===== config.mk =====
export PLATFORM = sky130hd
export DESIGN_NAME = oam_dma
export DESIGN_NICKNAME = d
export VERILOG_FILES = /design/src/rtl/oam_dma.sv
export SDC_FILE = /design/constraint.sdc
export NUM_CORES = 1
export LEC_CHECK = 0
export BUFFER_PORTS_ARGS = -buffer_cell sky130_fd_sc_hd__buf_2
export CAP_MARGIN = 20
export CORE_MARGIN = 4
export CORE_UTILIZATION = 52
export DETAILED_ROUTE_END_ITERATION = 10
export GPL_ROUTABILITY_DRIVEN = 0
export MAX_ROUTING_LAYER = met4
export PLACE_DENSITY = 0.85
export SLEW_MARGIN = 20
export SYNTH_ARGS = -nofsm -noshare
export SYNTH_HDL_FRONTEND = slang
export SYNTH_SLANG_ARGS = --single-unit

===== constraint.sdc =====
create_clock -name clk -period 2.92 [get_ports clk]
set_input_delay 0.292 -clock clk [delete_from_list [all_inputs] [get_ports clk]]
set_output_delay 0.292 -clock clk [all_outputs]
set_load 0.005 [all_outputs]

===== src/rtl/oam_dma.sv =====
// -----------------------------------------------------------------------------
// oam_dma
//   Sprite OAM DMA engine. A CPU write of a page number to $4014 stalls the CPU
//   and copies 256 bytes from {page,00}..{page,FF} into the PPU OAM data port
//   ($2004), one READ/WRITE bus pair per byte. Before the first READ there is
//   one DUMMY cycle, plus one ALIGN cycle when needed, so that every READ
//   falls on an even-parity cycle (odd_cycle = 0).
//
// Ports
//   clk          system clock, all state on the rising edge
//   rst_n        asynchronous active-low reset
//   cpu_addr     CPU bus address        (used only while idle)
//   cpu_WE       CPU write strobe       (used only while idle)
//   cpu_data     CPU write data         (used only while idle)
//   mem_data_in  mapper read data, valid combinationally for bus_addr
//   bus_addr     address to the mapper
//   bus_WE       write strobe to the mapper
//   bus_data     write data to the mapper
//   cpu_stall    holds the CPU off the bus during a transfer
//   dma_active   high while a transfer owns the bus
// -----------------------------------------------------------------------------
module oam_dma (
  input  logic        clk,
  input  logic        rst_n,
  input  logic [15:0] cpu_addr,
  input  logic        cpu_WE,
  input  logic [7:0]  cpu_data,
  input  logic [7:0]  mem_data_in,
  output logic [15:0] bus_addr,
  output logic        bus_WE,
  output logic [7:0]  bus_data,
  output logic        cpu_stall,
  output logic        dma_active
);

  localparam logic [15:0] DMA_REG  = 16'h4014;
  localparam logic [15:0] OAM_DATA = 16'h2004;

  typedef enum logic [2:0] {
    IDLE  = 3'd0,
    DUMMY = 3'd1,
    ALIGN = 3'd2,
    READ  = 3'd3,
    WRITE = 3'd4
  } state_t;

  state_t      state;
  state_t      state_nxt;
  logic        odd_cycle;
  logic [7:0]  page;
  logic [7:0]  count;
  logic [7:0]  data_latch;
  logic        trigger;

  // Only an idle engine listens to the CPU; a $4014 write mid-transfer is ignored.
  assign trigger = (state == IDLE) && cpu_WE && (cpu_addr == DMA_REG);

  // State register
  always_ff @(posedge clk or negedge rst_n) begin
    if (!rst_n) begin
      state <= IDLE;
    end else begin
      state <= state_nxt;
    end
  end

  // Next-state logic
  always_comb begin
    state_nxt = state;
    case (state)
      IDLE:    if (trigger) state_nxt = DUMMY;
      // odd_cycle=1 here means the following cycle is even, so READ can start.
      DUMMY:   state_nxt = odd_cycle ? READ : ALIGN;
      ALIGN:   state_nxt = READ;
      READ:    state_nxt = WRITE;
      WRITE:   state_nxt = (count == 8'hFF) ? IDLE : READ;
      default: state_nxt = IDLE;
    endcase
  end

  // Transfer datapath: parity flop, page/count and the byte in flight
  always_ff @(posedge clk or negedge rst_n) begin
    if (!rst_n) begin
      odd_cycle  <= 1'b0;
      page       <= 8'h00;
      count      <= 8'h00;
      data_latch <= 8'h00;
    end else begin
      odd_cycle <= ~odd_cycle;
      if (trigger) begin
        page  <= cpu_data;
        count <= 8'h00;
      end
      if (state == READ) begin
        data_latch <= mem_data_in;
      end
      // count stays 8-bit so the source address never carries into page.
      if ((state == WRITE) && (count != 8'hFF)) begin
        count <= count + 8'd1;
      end
    end
  end

  // Output logic
  always_comb begin
    bus_addr   = cpu_addr;
    bus_WE     = cpu_WE;
    bus_data   = cpu_data;
    cpu_stall  = 1'b0;
    dma_active = 1'b0;
    case (state)
      IDLE: begin
        bus_addr = cpu_addr;
        bus_WE   = cpu_WE;
        bus_data = cpu_data;
      end
      DUMMY, ALIGN: begin
        bus_addr   = DMA_REG;
        bus_WE     = 1'b0;
        bus_data   = data_latch;
        cpu_stall  = 1'b1;
        dma_active = 1'b1;
      end
      READ: begin
        bus_addr   = {page, count};
        bus_WE     = 1'b0;
        bus_data   = data_latch;
        cpu_stall  = 1'b1;
        dma_active = 1'b1;
      end
      WRITE: begin
        bus_addr   = OAM_DATA;
        bus_WE     = 1'b1;
        bus_data   = data_latch;
        cpu_stall  = 1'b1;
        dma_active = 1'b1;
      end
      default: begin
        bus_addr = cpu_addr;
        bus_WE   = cpu_WE;
        bus_data = cpu_data;
      end
    endcase
  end

endmodule


## Word-level counts from Yosys, hierarchy flattened

Index checks and enable logic that the tools add are counted.
W data, S select, Z words.

- Input bits: 35
- Register bits: 28
- Logic and storage cells: 33
- Output and inout port bits: 27

- Equality and inequality tests: 8
- Muxes and demuxes: 10
- Bitwise operators: 1
- $add $sub $neg: 1
- Reductions and logical operators: 8

Operator list:

| operator | count |
|---|---|
| $pmux W16 S3 | 1 |
| $mux W8 | 3 |
| $eq A16 B15 Y1 const B | 1 |
| $pmux W3 S5 | 1 |
| $add A8 B1 Y8 const B | 1 |
| $eq A8 B8 Y1 const B | 1 |
| $ne A8 B8 Y1 const B | 1 |
| $eq A3 B2 Y1 const B | 2 |
| $reduce_or A4 Y1 | 1 |
| $eq A3 B1 Y1 const B | 1 |
| $eq A3 B3 Y1 const B | 1 |
| $logic_and A1 B1 Y1 | 3 |
| $logic_not A3 Y1 | 1 |
| $mux W3 | 1 |
| $reduce_or A3 Y1 | 1 |
| $mux W1 | 2 |
| $mux W2 | 1 |
| $ne A2 B2 Y1 const B | 1 |
| $pmux W1 S2 | 1 |
| $reduce_bool A2 Y1 | 1 |
| $reduce_or A2 Y1 | 1 |
| $not A1 Y1 | 1 |

## Longest topological paths before layout

Gate-level depths: netlist (run 1).

- Word-level depth: 5
- Mapped depth: 7
- Mapped depth without buffers: 5

## Worst setup path before layout (run 1)

OpenSTA, ideal clock, no wires.

- Kind: reg-to-reg
- From: register state[1]
- To: register page[0]
- Cell stages (with the launch flop): 6
- Required time: 2.795 ns
- Clock period less this slack: 1.816 ns
- Path buffers: 1
- Path slack: 1.104 ns
- Setup time: 0.125 ns
- Arrival time: 1.692 ns
- Cell sequence: dfrtp_1 nor2_1 nand4b_1 nor3_1 buf_4 mux2_2

- Word-level cells in the longest chain between the ends: 3

Ends and longest elaborated chain:

| item | RTL line | text |
|---|---|---|
| from (decl) | 47 | `state_t state;` |
| from (signal assigned) | 63 | `state <= state_nxt;` |
| $logic_not A3 Y1 | 56 | `assign trigger = (state == IDLE) && cpu_WE && (cpu_addr == DMA_REG);` |
| $logic_and A1 B1 Y1 (2 in series) | 56 |  |
| to (signal assigned) | 91 | `page <= cpu_data;` |
| to (decl) | 50 | `logic [7:0] page;` |

Every way passes these cells.
A chain may end at the register's enable or synchronous reset.

## Final worst setup path (run 1)

- From: register state[1]
- To: output port bus_addr[2]

- Word-level cells in the longest chain between the ends: 3
- Elaborated cells between the ends (all ways): 6
- Classes of those cells: eq/ne (4); mux (1); reduce/logical (1)

Ends and longest elaborated chain:

| item | RTL line | text |
|---|---|---|
| $eq A3 B2 Y1 or $eq A3 B1 Y1 (tied branches) | 111 | `case (state)` |
| $reduce_or A2 Y1 | -- |  |
| $pmux W16 S3 * | 111 |  |
| to (decl) | 29 | `output logic [15:0] bus_addr,` |

Every way passes the cells marked *; elsewhere a longest branch is shown, timed or not.

==> results of run 1 <==
==> worst min path at each step <==
stage                         startpoint  cells past startpoint  slack [ps]                         to
final                     mem_data_in[6]                      3         150  data_latch[6]$_DFFE_PN0N_
after global placement             rst_n                      1         330       count[2]$_DFFE_PN0P_
after global routing      mem_data_in[4]                      3         130  data_latch[4]$_DFFE_PN0N_
after detailed placement           rst_n                      1         340       count[2]$_DFFE_PN0P_
after floorplan                    rst_n                      0          -4       count[0]$_DFFE_PN0P_
after CTS                 mem_data_in[6]                      3         140  data_latch[6]$_DFFE_PN0N_
==> critical path: stages (launching register included) <==
cell,delay (ps)
dfrtp_1,450
nor2_1,460
xor2_1,240
clkinv_1,310
nor2_1,170
a21oi_1,60
buf_2,130
==> placed cells by master, fill, tap and decap left out, types with 3 or more instances in the layout <==
cell type   n
nand2_1    60
maj3_1      3
buf_2      61
buf_4       3
mux2_2      8
inv_1      11
clkbuf_4    3
nand3_1     4
nor2_1      9
o31ai_1     3
o211ai_1    4
a21oi_1     3
o21ai_0    11
a22o_1      7
dfrtp_1    28
==> layout make-up <==
| cell class | count | area, sq um | area share |
|---|---|---|---|
| Timing Repair Buffer | 65 | 338 | 0.175 |
| Clock buffer | 3 | 22.5 | 0.0117 |
| Inverter | 13 | 48.8 | 0.0253 |
| Sequential cell | 28 | 701 | 0.363 |
| Tap cell | 31 | 38.8 | 0.0201 |
| Multi-Input combinational cell | 137 | 783 | 0.405 |
==> registers in the layout, indices dropped and copies added (netlist names) <==
register,cells
state,3
count,8
odd_cycle,1
data_latch,8
page,8
==> cell families after synthesis <==
group | synth area share
xor gates and xnor gates | 0.0111
and+or+nand+nor | 0.254
buffers and inverters | 0.0587
AOI/OAI and AO/OA | 0.135
adders and majority gates | 0.0270
muxes | 0.0698
DFF | 0.444
==> Yosys cell counts (2+ instances only) <==
cell / count / area [sq um]
a22o_1: 7 / 61.3
nor2_1: 9 / 33.8
clkbuf_1: 5 / 18.8
o211ai_1: 4 / 30.0
o21ai_0: 11 / 55.1
nand2_1: 60 / 225
nand3_1: 4 / 20.0
buf_4: 2 / 15.0
or4_1: 2 / 15.0
mux2i_1: 2 / 20.0
inv_1: 11 / 41.3
o31ai_1: 3 / 22.5
or3_1: 2 / 12.5
mux2_2: 8 / 90.1
clkinv_1: 2 / 7.51
dfrtp_1: 28 / 701
a21oi_1: 3 / 15.0
maj3_1: 3 / 30.0
buf_2: 2 / 10.0
==> power by group through the flow <==
stage	sequential (mW)	combinational (mW)	clock [mW]
6_report	0.637	1.21	0.155
5_1_grt	0.664	1.36	0.176
4_1_cts	0.636	1.23	0.159
3_5_place_dp	0.646	1.22	0
3_3_place_gp	0.637	1.21	0
2_1_floorplan	0.602	0.787	0
==> what timing repair did <==
action,4_1_cts,5_1_grt
gates resized for setup,0,0
hold buffers,1,0
buffers inserted,0,0
hold endpoints to repair,28,0
==> layer usage <==
metal / up-vias / track usage
li1: 762 / -
met1: 734 / 0.262
met2: 45 / 0.358
met3: 6 / 0.0266
met4: 0 / 0.0854
met5: - / -
==> impl_metrics.env, run 1 <==
export IMPL_top_layer="met4"
export IMPL_cp_arrival_ps=2130
export IMPL_cts_tree="done"
export IMPL_n_antenna_cell=0
export IMPL_min_period_ps=2420
export IMPL_hold_violations=0
export IMPL_io_buffers=61
export IMPL_hold_class="in2reg"
export IMPL_outcome="complete, no violations"
export IMPL_r2r_cells=4
export IMPL_met1_length_um=1720
export IMPL_clk_pin_slew_ps=140
export IMPL_r2r_start="state[1]$_DFFE_PN0P_"
export IMPL_hpwl_um=3010
export IMPL_drt_pass1_iter_count=4
export IMPL_route_met3_wl_um=203
export IMPL_share_comb_of_total_power=0.605
export IMPL_final_cells=277
export IMPL_relSlewSlack=0.476
export IMPL_grt_max_degree=29
export IMPL_hold_ws_ps=147
export IMPL_reg2reg_slack_ps=800
export IMPL_drt_iter0_drc=106
export IMPL_synthToLayoutAreaGrowth_pct=22.5
export IMPL_cp_end_kind="output pin"
export IMPL_grt_overflow_total=0
export IMPL_cp_start_kind="flop"
export IMPL_grt_pass1_vias=1487
export IMPL_coreArea_sq_um=2830
export IMPL_fin_ws_ps=496
export IMPL_ys_seq_area_frac=0.444
export IMPL_cts_root_buf="clkbuf_4"
export IMPL_worstPathRequired_ps=2630
export IMPL_crit_type="reg2out"
export IMPL_totalWireLength_um=3970
export IMPL_grt_usage=0.214
export IMPL_r2r_end="count[0]$_DFFE_PN0P_"
export IMPL_antenna_found_initial=0
export IMPL_ant_nets=0
export IMPL_wl_per_cell_um=14.3
export IMPL_power_internal_mw=1.10
export IMPL_fin_total_pwr_mw=2.01
export IMPL_die_area_sq_um=3980
export IMPL_cts_buffers=3
export IMPL_crit_fanout=11
export IMPL_synth_flop_cell="dfrtp_1"
export IMPL_fin_util=0.683
export IMPL_clock_sinks=28
export IMPL_place_area_sq_um=1900
export IMPL_post_route_period_util=0.830
export IMPL_clkPwrFrac=0.077
export IMPL_syn_cell_area_sq_um=1580
export IMPL_yosys_register_bits=28
export IMPL_initial_core_util=0.557
export IMPL_synth_async_reset_ratio=1.00
export IMPL_cap_violations=0
export IMPL_syn_num_nets=223
export IMPL_dp_cells=273
export IMPL_ys_types=38
export IMPL_grt_pass1_wl_um=6670
export IMPL_drive_above_1_share=0.309
export IMPL_dieHeight_um=63.1
export IMPL_yosysWarningCount=0
export IMPL_clock_fmax_ghz=0.413
export IMPL_crit_start="state[1]$_DFFE_PN0P_"
export IMPL_final_nets=284
export IMPL_avgViaCountPerCell=5.58
export IMPL_rsz0062_at_grt="no"
export IMPL_synth_edf_count=0
export IMPL_wl_met2_um=2000
export IMPL_switching_power_uw=908
export IMPL_final_area_sq_um=1930
export IMPL_die_w_um=63.1
export IMPL_clock_skew_ps=3.56
export IMPL_finalSetupViolCount=0
export IMPL_fin_setup_tns_ps=0
export IMPL_p_seq_frac=0.318
export IMPL_tightestPinTransition_ps=780
export IMPL_synthCells=187
export IMPL_cp_endpoint="bus_addr[2]"
export IMPL_io_pins=62
export IMPL_p_leak_nw=1.06
export IMPL_cts_buffer_depth=2
export IMPL_p_sw_frac=0.452
export IMPL_syn_area_per_cell_sq_um=8.43
export IMPL_slew_viol_final=0
export IMPL_clk_insertion_delay_late_ps=320
export IMPL_rows=19
export IMPL_drc_errors=0
export IMPL_irDropWorstVdd_mv=0.612
export IMPL_power_density_nw_per_um2=1040
export IMPL_cts_htree_levels=1
export IMPL_fillCellCount=245
export IMPL_dp_slack_ps=823
export IMPL_num_vias=1547
Power figures use the tool's default switching activity.
==> run 2: changes to the inputs <==
- CORE_UTILIZATION: 52 -> 43
- PLACE_DENSITY: 0.85 -> 0.75
- clock period: 2.92 -> 2 ns (I/O delays scaled with it)
==> impl_metrics.env, run 2 (synthesis results as in run 1) <==
export IMPL_io_buffers=61
export IMPL_num_vias=1527
export IMPL_grt_max_degree=29
export IMPL_power_density_nw_per_um2=1610
export IMPL_cts_htree_levels=1
export IMPL_die_area_sq_um=4700
export IMPL_dieHeight_um=68.6
export IMPL_antenna_found_initial=0
export IMPL_grt_usage=0.195
export IMPL_clk_insertion_delay_late_ps=280
export IMPL_grt_pass1_wl_um=6750
export IMPL_fin_total_pwr_mw=3.34
export IMPL_n_antenna_cell=0
export IMPL_hold_depth=3
export IMPL_initial_core_util=0.458
export IMPL_io_pins=62
export IMPL_drt_iter0_drc=42
export IMPL_reg_top3="count: 8 flops, data_latch: 8 flops, page: 8 flops"
export IMPL_cts_buffers=3
export IMPL_clock_skew_ps=4.00
export IMPL_dp_slack_ps=146
export IMPL_totalWireLength_um=4130
export IMPL_synthToLayoutAreaGrowth_pct=31.7
export IMPL_post_route_period_util=0.962
export IMPL_final_common_cell="buf_2"
export IMPL_clk_pin_slew_ps=100
export IMPL_min_period_ps=1920
export IMPL_crit_fanout=14
export IMPL_cp_endpoint="bus_addr[1]"
export IMPL_fin_util=0.603
export IMPL_cap_violations=0
export IMPL_relSlewSlack=0.545
export IMPL_cts_tree="done"
export IMPL_grt_pass1_vias=1451
export IMPL_cp_end_kind="output pin"
export IMPL_final_nets=291
export IMPL_finalSetupViolCount=0
export IMPL_irDropWorstVdd_mv=1.04
export IMPL_tightestPinTransition_ps=676
export IMPL_die_w_um=68.6
export IMPL_reg2reg_slack_ps=150
export IMPL_r2r_end="count[7]$_DFFE_PN0P_"
export IMPL_wl_per_cell_um=13.8
export IMPL_cts_root_buf="clkbuf_8"
export IMPL_drive_above_1_share=0.346
export IMPL_clock_sinks=28
export IMPL_r2r_start="count[0]$_DFFE_PN0P_"
export IMPL_avgViaCountPerCell=5.09
export IMPL_hold_violations=0
export IMPL_p_leak_nw=1.12
export IMPL_outcome="complete, no violations"
export IMPL_hpwl_um=3220
export IMPL_cp_arrival_ps=1720
export IMPL_rows=21
export IMPL_coreArea_sq_um=3440
export IMPL_clock_fmax_ghz=0.520
export IMPL_r2r_cells=5
export IMPL_grt_overflow_total=0
export IMPL_worstPathRequired_ps=1800
export IMPL_crit_start="state[2]$_DFFE_PN0P_"
export IMPL_hold_class="in2reg"
export IMPL_drt_pass1_iter_count=4
export IMPL_final_cell_mix="buf_2 (61), nand2_1 (60), dfrtp_1 (28), inv_1 (11)"
export IMPL_cp_start_kind="flop"
export IMPL_cts_buffer_depth=2
export IMPL_fin_ws_ps=76.0
export IMPL_drc_errors=0
export IMPL_ant_nets=0
export IMPL_crit_type="reg2out"
export IMPL_slew_viol_final=0
-- run 2: worst min-delay path by stage --
stage / from / to / slack [ps]
5_1_grt: mem_data_in[7] / data_latch[7]$_DFFE_PN0N_ / 110
3_5_place_dp: rst_n / count[1]$_DFFE_PN0P_ / 250
2_1_floorplan: rst_n / count[0]$_DFFE_PN0P_ / -100
4_1_cts: mem_data_in[2] / data_latch[2]$_DFFE_PN0N_ / 100
3_3_place_gp: rst_n / count[1]$_DFFE_PN0P_ / 250
6_report: mem_data_in[4] / data_latch[4]$_DFFE_PN0N_ / 100
-- run 2: layout make-up --
| class | count | area [sq um] |
|---|---|---|
| clock buffers | 3 | 41.3 |
| clock inverters | 1 | 30.0 |
| fillers | 329 | 1370 |
| inverters | 13 | 55.1 |
| multi-input cells | 137 | 798 |
| flip-flops and latches | 28 | 701 |
| well taps | 46 | 57.6 |
| repair buffers | 72 | 394 |
-- run 2: repair_timing --
action	CTS	global route
endpoints found under the hold margin	28	0
setup endpoints to repair	11	21
hold buffers	1	0
buffers inserted	0	0
gates cloned	0	0
resized for setup	2	7
-- run 2: power breakdown --
part	switching (mW)	internal (mW)	total [mW]
registers	0.170	0.751	0.921
clock network	0.180	0.268	0.448
logic	1.07	0.904	1.97
total	1.42	1.92	3.34
-- run 2: layer usage --
metal	vias up	part of all wire	GRT usage
met2	45	0.49	0.327
li1	768	-	-
met5	-	0	-
met3	4	0.052	0.0389
met4	0	0.0053	0.0199
met1	710	0.45	0.253
-- run 2: metrics by stage --
step | area [sq um] | TNS, ps | cells | hold WS, ps
2_1_floorplan | 1580 | 0 | 187 | -95.6
3_3_place_gp | 1970 | 0 | 295 | 248
3_5_place_dp | 1970 | 0 | 295 | 255
4_1_cts | 2060 | 0 | 300 | 100
5_1_grt | 2080 | -21.2 | 300 | 114
6_report | 2080 | 0 | 300 | 103
-- run 2: critical path: stages, from the launching register on --
cell and delay [ps]:
dfrtp_1 410, buf_4 180, or2_2 330, buf_4 200, o21ai_0 180, buf_2 140
==> run 3: changes to the inputs <==
- RECOVER_POWER: not set -> 25
==> impl_metrics.env, run 3 (synthesis results as in run 1) <==
export IMPL_outcome="complete, no violations"
export IMPL_dp_cells=295
export IMPL_fin_total_pwr_mw=3.34
export IMPL_slew_viol_final=0
export IMPL_grt_overflow_total=0
export IMPL_final_area_sq_um=2080
export IMPL_grt_max_degree=29
export IMPL_post_route_period_util=0.962
export IMPL_slowest_stage="dfrtp_1"
export IMPL_r2r_cells=5
export IMPL_cap_violations=0
export IMPL_hold_violations=0
export IMPL_cpPeakStageDelay_ps=410
export IMPL_finalSetupViolCount=0
export IMPL_cp_arrival_ps=1720
export IMPL_crit_start="state[2]$_DFFE_PN0P_"
export IMPL_clk_insertion_delay_late_ps=280
export IMPL_clock_skew_ps=4.00
export IMPL_io_buffers=61
export IMPL_ant_nets=0
export IMPL_antenna_found_initial=0
export IMPL_grt_pass1_vias=1451
export IMPL_dieHeight_um=68.6
export IMPL_clock_fmax_ghz=0.520
export IMPL_grt_pass1_wl_um=6750
export IMPL_fin_setup_tns_ps=0
export IMPL_hold_ws_ps=103
export IMPL_num_vias=1527
export IMPL_n_antenna_cell=0
export IMPL_initial_core_util=0.458
export IMPL_tightestPinTransition_ps=699
export IMPL_cp_cell_sequence="buf_4 -> or2_2 -> buf_4 -> o21ai_0 -> buf_2"
export IMPL_fin_util=0.603
export IMPL_synthToLayoutAreaGrowth_pct=31.7
export IMPL_final_nets=291
export IMPL_reg2reg_slack_ps=150
export IMPL_power_density_nw_per_um2=1610
export IMPL_path_common_cell="buf_4"
export IMPL_crit_type="reg2out"
export IMPL_final_cells=300
export IMPL_clock_sinks=28
export IMPL_wl_per_cell_um=13.8
export IMPL_cts_buffers=3
export IMPL_cp_endpoint="bus_addr[1]"
export IMPL_rows=21
export IMPL_drt_pass1_iter_count=4
export IMPL_crit_fanout=14
export IMPL_cts_tree="done"
export IMPL_drc_errors=0
export IMPL_place_area_sq_um=1970
export IMPL_r2r_end="count[7]$_DFFE_PN0P_"
export IMPL_fin_ws_ps=76.0
export IMPL_avgViaCountPerCell=5.09
export IMPL_min_period_ps=1920
export IMPL_cts_buffer_depth=2
export IMPL_dp_slack_ps=146
export IMPL_relSlewSlack=0.534
export IMPL_r2r_start="count[0]$_DFFE_PN0P_"
export IMPL_hold_class="in2reg"
export IMPL_die_w_um=68.6
export IMPL_coreArea_sq_um=3440
export IMPL_totalWireLength_um=4130
export IMPL_die_area_sq_um=4700
export IMPL_cts_htree_levels=1
export IMPL_clk_pin_slew_ps=100
export IMPL_cp_end_kind="output pin"
export IMPL_final_cell_mix="nand2_1 (60), buf_2 (60), dfrtp_1 (28), inv_1 (11)"
export IMPL_cts_root_buf="clkbuf_8"
export IMPL_irDropWorstVdd_mv=1.03
export IMPL_drive_above_1_share=0.346
export IMPL_cp_start_kind="flop"
export IMPL_io_pins=62
export IMPL_hpwl_um=3220
export IMPL_worstPathRequired_ps=1800
export IMPL_reg_top3="count: 8 flops, data_latch: 8 flops, page: 8 flops"
export IMPL_cts_setup_buffers=0
export IMPL_p_leak_nw=1.12
export IMPL_drt_iter0_drc=42
export IMPL_grt_usage=0.195
run 3: cell types whose count changed in the layout (fill, tap and decap cells not counted):
cell      before  now
clkbuf_2       0    1
buf_2         61   60
run 3: metal layers:
metal / wire length [um] / track usage / vias up / share of wire
met5: 0 / - / - / 0
met4: 22 / 0.0199 / 0 / 0.0053
met3: 215 / 0.0389 / 4 / 0.052
met2: 2040 / 0.327 / 45 / 0.49
met1: 1850 / 0.253 / 710 / 0.45
li1: - / - / 768 / -
run 3: what timing repair did:
| action | in CTS | in global routing |
|---|---|---|
| endpoints found under the setup margin | 11 | 21 |
| resized for setup | 2 | 7 |
| hold endpoints to repair | 28 | 0 |
| hold buffers | 1 | 0 |
run 3: how the worst min path moves through the flow:
stage | slack [ps] | end | cells past startpoint | start
2_1_floorplan | -100 | count[0]$_DFFE_PN0P_ | 0 | rst_n
3_3_place_gp | 250 | count[1]$_DFFE_PN0P_ | 1 | rst_n
3_5_place_dp | 250 | count[1]$_DFFE_PN0P_ | 1 | rst_n
4_1_cts | 100 | data_latch[2]$_DFFE_PN0N_ | 3 | mem_data_in[2]
5_1_grt | 110 | data_latch[7]$_DFFE_PN0N_ | 3 | mem_data_in[7]
6_report | 100 | data_latch[4]$_DFFE_PN0N_ | 3 | mem_data_in[4]
run 3: cell type report:
| class | instances | area, sq um |
|---|---|---|
| clock buffers | 3 | 41.3 |
| clock inverters | 1 | 30.0 |
| fillers | 329 | 1370 |
| inverters | 13 | 55.1 |
| multi-input cells | 137 | 798 |
| flip-flops and latches | 28 | 701 |
| well taps | 46 | 57.6 |
| repair buffers | 72 | 394 |
run 3: power by group:
| group | internal, mW | switching [mW] |
|---|---|---|
| Combinational | 0.904 | 1.07 |
| Sequential | 0.751 | 0.170 |
| Clock | 0.268 | 0.180 |
run 3: critical path: cells and delay by family (launching register included):
family | cells | cell delay [ps]
and+or+nand+nor | 1 | 330
buffers and inverters | 3 | 520
AOI/OAI and AO/OA | 1 | 180
DFF | 1 | 410
